`src/rtl/ifetch_stage.sv`:
```
// ifetch_stage: instruction fetch stage with a single outstanding imem request,
// an IF/ID pipeline register and a one-entry skid buffer for decode stalls.
//
// Ports:
//   clk, rst_n            clock, asynchronous active-low reset
//   cur_pc, nxt_pc        current PC and the value the PC register loads this edge
//   hazard_detected       decode stall (holds IF/ID)
//   flush                 taken branch/jump (squashes the fetched instruction)
//   imem_req, imem_addr   instruction memory request and word-aligned address
//   imem_ack, imem_rdata  instruction memory data-valid strobe and data
//   if_id_valid/instr/pc_plus_4  IF/ID register contents
//   fetch_stall           1 = hold the PC (ignored by the PC on a redirect)
//
// Optional feature macro: IFETCH_PERF_CNT_EN adds perf_fetch_cnt (IF/ID loads)
// and perf_stall_cnt (cycles with fetch_stall=1).
module ifetch_stage (
  input  logic        clk,
  input  logic        rst_n,
  input  logic [31:0] cur_pc,
  input  logic [31:0] nxt_pc,
  input  logic        hazard_detected,
  input  logic        flush,
  output logic        imem_req,
  output logic [31:0] imem_addr,
  input  logic        imem_ack,
  input  logic [31:0] imem_rdata,
  output logic        if_id_valid,
  output logic [31:0] if_id_instr,
  output logic [31:0] if_id_pc_plus_4,
  output logic        fetch_stall
`ifdef IFETCH_PERF_CNT_EN
  ,
  output logic [31:0] perf_fetch_cnt,
  output logic [31:0] perf_stall_cnt
`endif
);

  typedef enum logic [1:0] {StIdle, StReq, StHold} state_e;

  state_e      r_state, w_state_nxt;
  logic [31:0] r_req_addr, w_req_addr_nxt;
  logic        r_flush_pending, w_flush_pending_nxt;
  logic [31:0] r_skid_instr, w_skid_instr_nxt;
  logic [31:0] r_skid_pc4, w_skid_pc4_nxt;
  logic        r_valid, w_valid_nxt;
  logic [31:0] r_instr, w_instr_nxt;
  logic [31:0] r_pc4, w_pc4_nxt;
  logic        w_load;
  logic [31:0] w_pc_plus_4;

  // Wraps naturally modulo 2^32.
  assign w_pc_plus_4 = r_req_addr + 32'd4;

  always_comb begin
    w_state_nxt         = r_state;
    w_req_addr_nxt      = r_req_addr;
    w_flush_pending_nxt = r_flush_pending;
    w_skid_instr_nxt    = r_skid_instr;
    w_skid_pc4_nxt      = r_skid_pc4;
    w_valid_nxt         = r_valid;
    w_instr_nxt         = r_instr;
    w_pc4_nxt           = r_pc4;
    w_load              = 1'b0;
    imem_req            = 1'b0;
    imem_addr           = 32'd0;
    fetch_stall         = 1'b1;

    unique case (r_state)
      StIdle: begin
        w_state_nxt    = StReq;
        w_req_addr_nxt = cur_pc;
        if (flush) w_valid_nxt = 1'b0;
      end
      StReq: begin
        imem_req    = 1'b1;
        imem_addr   = {r_req_addr[31:2], 2'b00};
        fetch_stall = !(imem_ack && !hazard_detected && !r_flush_pending);
        if (imem_ack) begin
          if (flush) begin
            // Redirect wins over everything, including a stale pending flush.
            w_valid_nxt         = 1'b0;
            w_flush_pending_nxt = 1'b0;
            w_req_addr_nxt      = nxt_pc;
          end else if (r_flush_pending) begin
            // Data belongs to the squashed path; refetch from the redirected PC.
            w_flush_pending_nxt = 1'b0;
            w_req_addr_nxt      = cur_pc;
          end else if (hazard_detected) begin
            w_skid_instr_nxt = imem_rdata;
            w_skid_pc4_nxt   = w_pc_plus_4;
            w_state_nxt      = StHold;
          end else begin
            w_valid_nxt    = 1'b1;
            w_instr_nxt    = imem_rdata;
            w_pc4_nxt      = w_pc_plus_4;
            w_req_addr_nxt = nxt_pc;
            w_load         = 1'b1;
          end
        end else if (flush) begin
          // Request cannot be withdrawn; remember to discard its data.
          w_flush_pending_nxt = 1'b1;
          w_valid_nxt         = 1'b0;
        end
      end
      StHold: begin
        if (flush) begin
          w_valid_nxt      = 1'b0;
          w_skid_instr_nxt = 32'd0;
          w_skid_pc4_nxt   = 32'd0;
          w_req_addr_nxt   = nxt_pc;
          w_state_nxt      = StReq;
        end else if (!hazard_detected) begin
          w_valid_nxt    = 1'b1;
          w_instr_nxt    = r_skid_instr;
          w_pc4_nxt      = r_skid_pc4;
          w_req_addr_nxt = nxt_pc;
          w_state_nxt    = StReq;
          w_load         = 1'b1;
        end
      end
      default: w_state_nxt = StIdle;
    endcase
  end

  always_ff @(posedge clk or negedge rst_n) begin
    if (!rst_n) begin
      r_state         <= StIdle;
      r_req_addr      <= 32'd0;
      r_flush_pending <= 1'b0;
      r_skid_instr    <= 32'd0;
      r_skid_pc4      <= 32'd0;
      r_valid         <= 1'b0;
      r_instr         <= 32'd0;
      r_pc4           <= 32'd0;
    end else begin
      r_state         <= w_state_nxt;
      r_req_addr      <= w_req_addr_nxt;
      r_flush_pending <= w_flush_pending_nxt;
      r_skid_instr    <= w_skid_instr_nxt;
      r_skid_pc4      <= w_skid_pc4_nxt;
      r_valid         <= w_valid_nxt;
      r_instr         <= w_instr_nxt;
      r_pc4           <= w_pc4_nxt;
    end
  end

  assign if_id_valid     = r_valid;
  assign if_id_instr     = r_instr;
  assign if_id_pc_plus_4 = r_pc4;

`ifdef IFETCH_PERF_CNT_EN
  logic [31:0] r_fetch_cnt, r_stall_cnt;

  always_ff @(posedge clk or negedge rst_n) begin
    if (!rst_n) begin
      r_fetch_cnt <= 32'd0;
      r_stall_cnt <= 32'd0;
    end else begin
      if (w_load)      r_fetch_cnt <= r_fetch_cnt + 32'd1;
      if (fetch_stall) r_stall_cnt <= r_stall_cnt + 32'd1;
    end
  end

  assign perf_fetch_cnt = r_fetch_cnt;
  assign perf_stall_cnt = r_stall_cnt;
`else
  logic w_unused;
  assign w_unused = w_load;
`endif

endmodule

```
`config.mk`:
```
export PLATFORM = sky130hd
export DESIGN_NAME = ifetch_stage
export DESIGN_NICKNAME = d
export VERILOG_FILES = /design/src/rtl/ifetch_stage.sv
export SDC_FILE = /design/constraint.sdc
export NUM_CORES = 1
export LEC_CHECK = 0
export CORE_MARGIN = 3
export CORE_UTILIZATION = 50
export DETAILED_ROUTE_END_ITERATION = 8
export GPL_TIMING_DRIVEN = 0
export PLACE_DENSITY_LB_ADDON = 0.08
export SLEW_MARGIN = 25
export SYNTH_ARGS = -nofsm -noshare
export SYNTH_HDL_FRONTEND = slang
export SYNTH_SLANG_ARGS = --single-unit
```
`constraint.sdc`:
```
create_clock -name clk -period 2.7 [get_ports clk]
set_input_delay 0.27 -clock clk [delete_from_list [all_inputs] [get_ports clk]]
set_output_delay 0.27 -clock clk [all_outputs]
set_load 0.01 [all_outputs]
```
After elaboration in Yosys (flattened, before gate mapping)
Index checks and enable logic that the tools add are counted.

Mux-type cells: 50. Reductions and logical operators: 15. Add/sub/neg operators: 1. Equality and inequality tests: 12.

Operator list (number): two-way mux 32 bit (27); case mux 32 bit (2 select lines) (4); case mux 32 bit (3 select lines) (1); adder 32 x 3 -> 32 bit (second input constant) (1); != test 2 bit (second input constant) (8); two-way mux 2 bit (6); two-way mux 1 bit (10); AND reduction 7 bit (1); case mux 2 bit (3 select lines) (1); AND reduction 2 bit (3); AND reduction 6 bit (1); AND reduction 5 bit (1); != test 4 bit (second input constant) (1); nonzero test 2 bit (2); zero test 1 bit (3); != test 3 bit (second input constant) (1); case mux 1 bit (3 select lines) (1); nonzero test 3 bit (1); == test 2 x 1 -> 1 bit (second input constant) (1); == test 2 bit (second input constant) (1); logical AND 1 bit (2); zero test 2 bit (1).

Input port bits: 101. Register bits after elaboration: 164. Output and inout bits: 99. Logic and storage cells: 86.

Logic depth before layout (Yosys ltp)
Depth after elaboration: 6. Depth in mapped cells: 9.

Worst setup path after synthesis
No wires, ideal clock.

Path type: reg2reg. Start point: register r_state[1]. End point: register r_req_addr[0]. Path buffers: 3. Setup time: 0.129 ns. Required time: 2.571 ns. Period minus slack after synthesis: 2.060 ns. Cell stages (with the launch flop): 10. Path slack: 0.640 ns. Arrival time: 1.931 ns. Path through: dfrtp_1 inv_1 ha_1 clkbuf_1 a21o_1 clkbuf_1 buf_1 nor3b_1 a21oi_1 o21ai_0.

Cells in the longest elaborated chain, start to end: 3. Elaborated cells between the ends (all ways): 7. Classes of those cells: 3 x eq/ne; 1 x mux; 3 x reduce/logical.

RTL lines: start, declared (RTL line 40) `state_e r_state, w_state_nxt;`; start signal, assigned (RTL line 127) `r_state <= StIdle;`; start signal, assigned (RTL line 136) `r_state <= w_state_nxt;`; == test 2 x 1 -> 1 bit (tied with other cells) (RTL line 68) `unique case (r_state)`; != test 2 bit (no source line) or nonzero test 3 bit (tied branches); AND reduction 2 bit (no source line); end signal, assigned (RTL line 137) `r_req_addr <= w_req_addr_nxt;`; end, declared (RTL line 41) `logic [31:0] r_req_addr, w_req_addr_nxt;`.

Parallel ways exist; a longest one is shown, timed or not. A chain may end at the register's enable or synchronous reset.

Final worst setup path
Start point: register r_state[0]. End point: register r_pc4[1] (netlist: if_id_pc_plus_4[1]).

Cells in the longest elaborated chain, start to end: 3. Elaborated cells between the ends (all ways): 11. Classes of those cells: 8 x eq/ne; 1 x mux; 2 x reduce/logical.

RTL lines: == test 2 x 1 -> 1 bit or == test 2 bit (tied branches) (RTL line 68); != test 2 bit (no source line) or nonzero test 2 bit (tied branches); AND reduction 7 bit (no source line); end signal, assigned (RTL line 143) `r_pc4 <= w_pc4_nxt;`; end, declared (RTL line 47) `logic [31:0] r_pc4, w_pc4_nxt;`.

Parallel ways exist; a longest one is shown, timed or not.

==> results.txt <==
The tools report the final-stage net count as 1334. For the worst flop-to-flop path, the logic depth is 7. For the slack of the worst reg-to-reg path, the log shows 0.10 ns. Clock tree synthesis inserted a total of 17 buffers.

Adding up every negative setup slack in the final design gives 0 ns. In this run the static leakage power is 4.71 nW. In the layout the commonest cells are sky130_fd_sc_hd__clkdlybuf4s50_1, sky130_fd_sc_hd__dfrtp_1, sky130_fd_sc_hd__nand2_1, sky130_fd_sc_hd__nor2_1, sky130_fd_sc_hd__o21ai_0. The routed length per instance is 17.7 microns, and the final worst slack is 0.102 ns. Summing the sequential cell areas from Yosys gives 47.1% of the chip area. For the total of max-cap violations, the log shows 0. Dividing the detail-routed via count by the number of cells gives 5.70. The number of routed nets with antenna violations came out at 0. The worst setup path startpoint is r_state[0]$_DFFE_PN0P_.

For the count of final hold-check violations, the log shows 0. The floorplan has 47 rows. After routing the design area is 0.0117 sq mm. The run gives 0 as the total setup buffers inserted after CTS.

The starting utilization of the core area was 51.8%. The cell seen most often among critical-path stages is sky130_fd_sc_hd__clkbuf_1. The tools report the global router's overall resource usage as 26.7%. The via count of the first global-routing pass was 8138. Yosys printed 0 warnings. The violation count after the first detailed-routing iteration came out at 532. Placeable core region: 0.0168 sq mm. Before antenna repair, the detailed router went through 5 iterations. The worst clock skew is 0.00910 ns, and the count of pins over their slew limit is 0. Traced cell by cell, the critical path runs through inv_1, ha_1, clkbuf_1, clkbuf_1, clkbuf_1, nand2_1, a31oi_1. The run gives 0 as the number of antenna violations at the first check in global routing.

Setup repair after global routing could not meet its margin everywhere. The total congestion overflow after global routing is 0. The root buffer cell is sky130_fd_sc_hd__clkbuf_16.

Area added between synthesis and finish: 34.1%. The areal power density over the cells works out to 1040 mW/mm^2. Headroom to the max-slew limit came out at 56.7%.

In the final layout, flip-flops and latches occupy 0.00410 sq mm. For the met3 capacity usage during global routing, the log shows 4.80%. In this run the worst path has a maximum fanout of 10. The clock network latency to the later pin of the worst-skew pair is 0.43 ns, and the met2 global-route usage is 43.8%. The sink count of the clock tree was 164; the clock tree buffer depth was 2.

Most common library cell in the layout ignoring fill and taps: sky130_fd_sc_hd__clkdlybuf4s50_1. The most instantiated flip-flop cell in the synthesis netlist is sky130_fd_sc_hd__dfrtp_1. After detailed routing, the number of remaining DRC violations is 0. The logs give 25.8 mm for the total length of routed wires and 0.544 mV for the maximum vdd ir drop. Number of filler cells placed in the layout: 1412. The critical path ends at if_id_pc_plus_4[1]$_DFFE_PN0P_.

The tools report the first-pass GRT wire length as 42.0 mm. In this design, the stage delay of the slowest critical-path cell is 0.49 ns. The final route contains 8330 vias. Static timing analysis puts the maximum clock frequency at 385 MHz. Once layout is complete, the cells apart from fillers number 1461. The placed instances occupy a cell area of 0.0110 sq mm. STA classifies the critical path startpoint as a register.

After synthesis, the share of flip-flops with an asynchronous set or reset is 100%. The cell area after technology mapping was 0.00871 sq mm; the global placer's final weighted congestion was 0.901. The terminus of the critical flop-to-flop path is if_id_pc_plus_4[1]$_DFFE_PN0P_. The tools report the worst endpoint data arrival time as 2.94 ns. Shortest period the worst path allows: 2.60 ns. At the placement stage, the worst setup path has a slack of -0.245 ns. The die covers 0.0190 sq mm. The critical setup path kind is reg2reg.

STA classifies the critical path endpoint as a register. The run gives 1009 as the count of mapped cells out of synthesis. Fraction of layout cells with a size suffix above 1: 7.49%. The synthesized design contains 164 register bits. The worst path uses 96.2% of the clock period.

The die is 138 microns tall. The beginning of the worst register-to-register path is r_state[0]$_DFFE_PN0P_. In this run the mean area of a mapped cell was 8.63 sq um.

TritonCTS built the clock tree. Clock-pin slew was measured on the worst setup and hold paths at 0.07 ns. The worst hold path belongs to the class in2reg.

Maximum number of pins on one net before global-route repair: 85. The multi-input combinational cell area came out at 0.00419 sq mm. The slowest stage of the critical path is the sky130_fd_sc_hd__clkbuf_1 cell.

The number of placed I/O pins was 200; the data required time at the worst endpoint was 3.04 ns. The actual transition at the worst max-transition pin works out to 0.648 ns. For met1 alone, demand over resource in global routing was 36.3%. Number of buffers added on ports: 197. The H-tree level count is 4. The width of the die is 138 microns. The run finished with clean final reports. After global routing, the most crowded layer is met2.

Yosys mapped a number of flops with a built-in enable equal to 0. Once placement completed, the tool counted placed cells totaling 1428. The repair_antennas step left the layout with diodes totalling 0. The HPWL after detailed placement is 18.6 mm. The logs give 52 for the distinct cell type count of the synthesized netlist and 0 for the count of final setup violators.
## logic make-up after synthesis
logic type	count (synthesis)	synth area share (%)
and+or+nand+nor	402	23.0
AOI/OAI and AO/OA	291	19.9
DFF	164	47.1
buffers and inverters	108	5.00
xor gates and xnor gates	25	2.51
muxes	13	1.65
adders and majority gates	5	0.718
other	1	0.0430
## where the power goes
| part | switching (mW) | internal, mW |
|---|---|---|
| Clock | 1.01 | 1.59 |
| Combinational | 2.77 | 2.47 |
| Sequential | 0.708 | 3.56 |
## flip-flops by register name, indices dropped and copies added, names as in the netlist
name,count
r_state,2
r_flush_pending,1
if_id_instr,32
r_skid_instr,32
if_id_valid,1
r_req_addr,32
if_id_pc_plus_4,32
r_skid_pc4,32
## area by class of cell
type / count / area share [%]
multi-input cells: 738 / 35.9
flip-flops and latches: 164 / 35.1
repair buffers: 199 / 17.2
clock buffers: 19 / 3.79
plain buffers: 97 / 3.60
well taps: 220 / 2.36
clock inverters: 13 / 1.68
inverters: 11 / 0.353
## layer usage
metal / up-vias / wire length, microns
li1: 3982 / -
met1: 3937 / 11000
met2: 377 / 12500
met3: 34 / 1780
met4: 0 / 552
met5: - / 0
## timing repair
item                                    CTS  global route
cloned                                    0             0
endpoints found under the setup margin   53            94
pin swaps                                 0             0
hold endpoints to repair                 83             0
resized for setup                         9            23
hold buffers                              1             0
## synthesized netlist by cell type (3+ instances only)
master	instances	area, sq um
sky130_fd_sc_hd__a21oi_1	54	270
sky130_fd_sc_hd__o21ai_1	8	40.0
sky130_fd_sc_hd__nand2b_1	40	250
sky130_fd_sc_hd__and3_1	4	25.0
sky130_fd_sc_hd__o22ai_1	42	263
sky130_fd_sc_hd__nor2_1	124	465
sky130_fd_sc_hd__nor3b_1	33	248
sky130_fd_sc_hd__o21ai_0	99	495
sky130_fd_sc_hd__ha_1	5	62.6
sky130_fd_sc_hd__nor3_1	4	20.0
sky130_fd_sc_hd__inv_1	11	41.3
sky130_fd_sc_hd__nand2_1	124	465
sky130_fd_sc_hd__and2_1	31	194
sky130_fd_sc_hd__xor2_1	9	78.8
sky130_fd_sc_hd__o221ai_1	33	289
sky130_fd_sc_hd__nand4_1	6	37.5
sky130_fd_sc_hd__a31oi_1	35	219
sky130_fd_sc_hd__mux2_2	11	124
sky130_fd_sc_hd__nor4_1	3	18.8
sky130_fd_sc_hd__buf_1	7	26.3
sky130_fd_sc_hd__xnor2_1	16	140
sky130_fd_sc_hd__nand3_1	12	60.1
sky130_fd_sc_hd__dfrtp_1	164	4100
sky130_fd_sc_hd__buf_2	10	50.1
sky130_fd_sc_hd__nor4_2	4	50.1
sky130_fd_sc_hd__o31ai_1	5	37.5
sky130_fd_sc_hd__clkbuf_1	75	282
sky130_fd_sc_hd__or3_1	3	18.8
sky130_fd_sc_hd__a22o_1	4	35.0
## worst max-delay path, delay by kind of cell, from the launching register on
kind | cells | cell delay [ns]
AOI/OAI and AO/OA | 1 | 0.20
adders and majority gates | 1 | 0.36
buffers and inverters | 4 | 1.42
DFF | 1 | 0.41
and+or+nand+nor | 1 | 0.12
## stage by stage
step | util (%) | hold WS, ns | total power, mW
6_report | 69.5 | 0.434 | 12.1
5_1_grt | 69.5 | 0.439 | 12.9
4_1_cts | 69.3 | 0.434 | 12.1
3_5_place_dp | 65.4 | 0.316 | 9.46
3_3_place_gp | 65.2 | 0.455 | 9.32
2_1_floorplan | - | -0.0256 | 7.05
## worst min-delay path by stage
| stage | startpoint | endpoint | cells past startpoint |
|---|---|---|---|
| final | imem_rdata[7] | r_skid_instr[7]$_DFFE_PN0P_ | 3 |
| after CTS | imem_rdata[7] | r_skid_instr[7]$_DFFE_PN0P_ | 3 |
| after global routing | imem_rdata[29] | if_id_instr[29]$_DFFE_PN0P_ | 3 |
| after detailed placement | rst_n | r_skid_instr[27]$_DFFE_PN0P_ | 1 |
| after floorplan | rst_n | if_id_instr[0]$_DFFE_PN0P_ | 0 |
| after global placement | r_skid_pc4[21]$_DFFE_PN0P_ | r_skid_pc4[21]$_DFFE_PN0P_ | 2 |
Note: power is estimated with default switching activity, not from simulation.
